==> src/rtl/fdiv_iter_sme425.sv <==
// Iterative FP32 divider (restoring, one quotient bit per cycle) with AXI4-Stream-style channels.
// Define FDIV_RNE_EN for round-to-nearest-even; the default build truncates.
module fdiv_iter_sme425 (
  input  logic        aclk,
  input  logic        aresetn,
  input  logic        s_axis_a_tvalid,
  output logic        s_axis_a_tready,
  input  logic [31:0] s_axis_a_tdata,
  input  logic        s_axis_b_tvalid,
  output logic        s_axis_b_tready,
  input  logic [31:0] s_axis_b_tdata,
  output logic        m_axis_result_tvalid,
  input  logic        m_axis_result_tready,
  output logic [31:0] m_axis_result_tdata
);

`ifdef FDIV_RNE_EN
  localparam bit RneEn = 1'b1;
`else
  localparam bit RneEn = 1'b0;
`endif

  typedef enum logic [2:0] {StIdle, StPrep, StDiv, StPack, StOut} state_e;

  state_e             r_state;
  logic               r_ready;
  logic               r_tvalid;
  logic [31:0]        r_tdata;
  logic [31:0]        r_a;
  logic [31:0]        r_b;
  logic               r_sign;
  logic               r_zero_a;
  logic               r_zero_b;
  logic signed [9:0]  r_exp;
  logic [25:0]        r_rem;
  logic [23:0]        r_quo;
  logic [4:0]         r_cnt;

  logic [23:0]        w_ma;
  logic [23:0]        w_mb;
  logic               w_adj;
  logic [9:0]         w_exp_prep;
  logic [26:0]        w_diff;
  logic               w_ge;
  logic               w_guard;
  logic               w_sticky;
  logic               w_rnd_up;
  logic [23:0]        w_frac_sum;
  logic signed [9:0]  w_exp_rnd;
  logic [31:0]        w_result;

  assign w_ma       = {1'b1, r_a[22:0]};
  assign w_mb       = {1'b1, r_b[22:0]};
  assign w_adj      = (w_ma < w_mb);
  assign w_exp_prep = {2'b00, r_a[30:23]} - {2'b00, r_b[30:23]} + 10'd127 - {9'd0, w_adj};

  // Bit 26 of the difference is the borrow: clear means the divisor fits.
  assign w_diff = {1'b0, r_rem} - {3'b000, w_mb};
  assign w_ge   = ~w_diff[26];

  // r_quo keeps the last 24 of 25 quotient bits: 23 fraction bits then guard.
  assign w_guard    = r_quo[0];
  assign w_sticky   = |r_rem;
  assign w_rnd_up   = RneEn & w_guard & (w_sticky | r_quo[1]);
  assign w_frac_sum = {1'b0, r_quo[23:1]} + {23'd0, w_rnd_up};
  assign w_exp_rnd  = r_exp + {9'd0, w_frac_sum[23]};

  always_comb begin
    w_result = {r_sign, w_exp_rnd[7:0], w_frac_sum[22:0]};
    if (r_zero_a) begin
      w_result = {r_sign, 31'd0};
    end else if (r_zero_b) begin
      w_result = {r_sign, 8'hFF, 23'd0};
    end else if (w_exp_rnd > 10'sd254) begin
      w_result = {r_sign, 8'hFF, 23'd0};
    end else if (w_exp_rnd < 10'sd1) begin
      w_result = {r_sign, 31'd0};
    end
  end

  always_ff @(posedge aclk or negedge aresetn) begin
    if (!aresetn) begin
      r_state  <= StIdle;
      r_ready  <= 1'b0;
      r_tvalid <= 1'b0;
      r_tdata  <= 32'd0;
      r_a      <= 32'd0;
      r_b      <= 32'd0;
      r_sign   <= 1'b0;
      r_zero_a <= 1'b0;
      r_zero_b <= 1'b0;
      r_exp    <= 10'sd0;
      r_rem    <= 26'd0;
      r_quo    <= 24'd0;
      r_cnt    <= 5'd0;
    end else begin
      unique case (r_state)
        StIdle: begin
          r_ready <= 1'b1;
          if (r_ready && s_axis_a_tvalid && s_axis_b_tvalid) begin
            r_a     <= s_axis_a_tdata;
            r_b     <= s_axis_b_tdata;
            r_ready <= 1'b0;
            r_state <= StPrep;
          end
        end
        StPrep: begin
          r_sign   <= r_a[31] ^ r_b[31];
          r_zero_a <= (r_a[30:23] == 8'd0);
          r_zero_b <= (r_b[30:23] == 8'd0);
          r_exp    <= w_exp_prep;
          r_rem    <= w_adj ? {1'b0, w_ma, 1'b0} : {2'b00, w_ma};
          r_quo    <= 24'd0;
          r_cnt    <= 5'd0;
          r_state  <= StDiv;
        end
        StDiv: begin
          r_rem <= (w_ge ? w_diff[25:0] : r_rem) << 1;
          r_quo <= {r_quo[22:0], w_ge};
          r_cnt <= r_cnt + 5'd1;
          if (r_cnt == 5'd24) begin
            r_state <= StPack;
          end
        end
        StPack: begin
          r_tdata  <= w_result;
          r_tvalid <= 1'b1;
          r_state  <= StOut;
        end
        StOut: begin
          if (m_axis_result_tready) begin
            r_tvalid <= 1'b0;
            r_ready  <= 1'b1;
            r_state  <= StIdle;
          end
        end
        default: r_state <= StIdle;
      endcase
    end
  end

  assign s_axis_a_tready      = r_ready;
  assign s_axis_b_tready      = r_ready;
  assign m_axis_result_tvalid = r_tvalid;
  assign m_axis_result_tdata  = r_tdata;

endmodule

==> config.mk <==
export PLATFORM = sky130hd
export DESIGN_NAME = fdiv_iter_sme425
export DESIGN_NICKNAME = d
export VERILOG_FILES = /design/src/rtl/fdiv_iter_sme425.sv
export SDC_FILE = /design/constraint.sdc
export NUM_CORES = 1
export LEC_CHECK = 0
export ABC_CLOCK_PERIOD_IN_PS = 8050
export BUFFER_PORTS_ARGS = -buffer_cell sky130_fd_sc_hd__buf_2
export CAP_MARGIN = 20
export CORE_MARGIN = 2
export CORE_UTILIZATION = 37
export CTS_CLUSTER_DIAMETER = 150
export DETAILED_ROUTE_END_ITERATION = 8
export PLACE_DENSITY = 0.55
export SYNTH_ARGS = -nofsm -noshare
export SYNTH_HDL_FRONTEND = slang
export SYNTH_SLANG_ARGS = --single-unit
==> constraint.sdc <==
create_clock -name aclk -period 8.05 [get_ports aclk]
set_input_delay 2.0125 -clock aclk [delete_from_list [all_inputs] [get_ports aclk]]
set_output_delay 2.0125 -clock aclk [all_outputs]
set_load 0.1 [all_outputs]
==> impl_metrics.py <==
metrics = {
    "status": {
        "status": "finished clean",
    },
    "clock_tree": {
        "tritoncts": "done",
        "cts-root-buf": "clkbuf_16",
        "cts_resized": 0,
        "clk_pin_slew_ps": 80,
        "cts.hold.buffers_added": 0,
        "cts_sinks": 169,
        "clock_path_buffers": 2,
        "htree_levels": 4,
        "numCtsBuffers": 17,
        "clock_latency_ps": 440,
        "post_cts_buffers": 0,
    },
    "synth": {
        "synth-seq-area-share_pct": 45.3,
        "syn_avg_cell_area_um2": 10.6,
        "synthTopCellsByCount": "169 x dfrtp_1, 69 x mux2_2, 64 x nand2_1",
        "yosysTopAreaCell": "dfrtp_1",
        "synth-edff-count": 0,
        "synth_cell_types": 66,
        "syn_area_mm2": 0.00934,
        "ys_async_sr_fraction_pct": 100,
        "ys_warn_count": 0,
        "netlist_instances": 882,
        "synth_area_leaders": "dfrtp_1 45%, ha_1 8.4%, mux2_2 8.3%",
        "yosys_most_used_dff": "dfrtp_1",
        "ys_ff_latch": 169,
        "synth_fp_nets": 1017,
        "synth_top_cell_area_share_pct": 45.3,
        "synth_most_common_cell": "dfrtp_1",
    },
    "detailed_routing": {
        "first_pass_iters": 5,
        "wl_per_cell_um": 16.3,
        "remaining_drc_errors": 0,
        "drtIter0Drc": 491,
        "dr_total_vias": 6836,
        "wl_um": 21500,
        "vias_per_cell": 5.18,
        "ant_nets": 0,
    },
    "timing": {
        "max_clock_freq_ghz": 0.279,
        "slew-limit-headroom_pct": 42.6,
        "skew_ps": 17.5,
        "rsz0062_at_grt": "no",
        "setup_violations": 0,
        "tightest_slew_ps": 861,
        "period_share_pct": 44.5,
        "setup_tns_ps": 0,
        "min_period_ps": 3580,
        "final-hold-violation-count": 0,
        "slew_violations": 0,
    },
    "floorplan": {
        "die_area_mm2": 0.0265,
        "dieWidth_um": 163,
        "io_pins": 104,
        "initial_core_util_pct": 37.4,
        "design.core.area_mm2": 0.0250,
        "die_h_um": 163,
        "fp-row-count": 58,
    },
    "cells_and_area": {
        "drive_gt1_share_pct": 23.5,
        "areaGrowthSynthToFinish_pct": 15.7,
        "nNetsFinal": 1111,
        "n_antenna_cell": 0,
        "fillCellCount": 2449,
    },
    "grt": {
        "grt_max_degree": 66,
        "gr-usage-all-layers_pct": 17.0,
        "grt_pass1_vias": 6755,
        "grt_pass1_wl_um": 35500,
        "antenna_found_initial": 0,
        "overflow": 0,
    },
    "worst_setup_path": {
        "worstSetupStartpointType": "register",
        "cp-end-kind": "register",
        "critPathRequiredTime_ps": 8400,
        "arrival_ps": 3940,
        "cp_max_fo": 4,
        "worstSetupPathType": "register to register",
    },
    "placement": {
        "finalWeightedCongestion": 0.863,
        "hpwlAfterDp_um": 15300,
        "io_buffers": 103,
    },
    "job": {
        "cap_violations": 0,
    },
    "worst_hold_path": {
        "hold_path_class": "register to register",
    },
}
## final cells by class
type	count	area (um^2)	share of cell area, %
clock buffers	17	425	3.94
clock inverters	15	174	1.61
inverters	55	206	1.91
multi-input cells	618	4750	43.9
flip-flops and latches	169	4230	39.1
well taps	330	413	3.82
repair buffers	115	612	5.66
## placed cells by master (no fill, tap or decap), types with 16 or more instances in the layout
master     Yosys  routed
dfrtp_1      169     169
buf_2          5     102
mux2_2        69      69
nand2_1       64      64
ha_1          63      63
inv_1         55      55
nor2_1        53      52
a21oi_1       47      47
a22o_1        46      46
o21ai_0       37      37
mux2i_1       30      30
o21ai_1       23      23
xnor2_1       21      21
clkbuf_16      0      17
a21o_1        16      16
## routing by layer
layer | vias up | wire length [um] | GRT usage, %
met1 | 3310 | 10300 | 23.1
met5 | - | 0 | 0
met3 | 15 | 758 | 3.72
met2 | 118 | 10200 | 27.9
met4 | 0 | 208 | 3.42
li1 | 3393 | - | -
## flip-flops by register name, summed over array words and instances (netlist names), 3 cells and up
| register | count |
|---|---|
| r_a | 32 |
| r_rem | 26 |
| r_b | 32 |
| r_state | 3 |
| r_quo | 24 |
| m_axis_result_tdata | 32 |
| r_cnt | 5 |
| r_exp | 10 |
## path summary, 6_finish.rpt
check | start | endpoint | slack [ps] | cells after the start
max in group asynchronous | aresetn | r_rem[15] | 5350 | 2
min in group asynchronous | aresetn | r_exp[6] | 1500 | 1
worst min-delay path | m_axis_result_tdata[30] | m_axis_result_tdata[30] | 480 | 2
worst max-delay path | r_a[9] | r_exp[9] | 4470 | 18
worst max register to register | r_a[9] | r_exp[9] | 4470 | 18
worst min register to register | m_axis_result_tdata[30] | m_axis_result_tdata[30] | 480 | 2
## worst max-delay path: stages, from the launching register on
cell      delay, ps
dfrtp_1         410
ha_1            320
a21oi_1         140
nor2_1           60
a211oi_1        350
o31ai_1         220
a31oi_4         230
inv_1            70
ha_1            180
ha_1            190
inv_1            70
fa_1            190
nor2b_1          50
o21ai_0         140
nand2b_1        100
a21o_1          180
a21o_1          200
a211o_1         290
o22ai_1         120
## cells by family after synthesis
| logic type | after synthesis | synth area share (%) |
|---|---|---|
| AO/OA/AOI/OAI | 247 | 18.5 |
| XOR/XNOR | 29 | 2.72 |
| adder cells (fa/ha/maj) | 66 | 9.08 |
| buffers and inverters | 95 | 4.13 |
| flip-flops | 169 | 45.3 |
| multiplexers | 99 | 11.5 |
| AND/OR/NAND/NOR | 177 | 8.76 |
## through the flow
step                      cells  worst slack [ps]  hold slack, ps  cell area (um^2)  utilization, %
after floorplan             882              4510             438              9340               -
after global placement     1287              4310             455             10200            40.9
after detailed placement   1287              4280             465             10200            40.9
after CTS                  1319              4430             481             10800            43.3
after global routing       1319              4240             504             10800            43.3
final                      1319              4470             475             10800            43.3
Power is left out: the tool's default activity adds up to more than one toggle a clock period on the data nets, which glitch-free logic cannot reach.
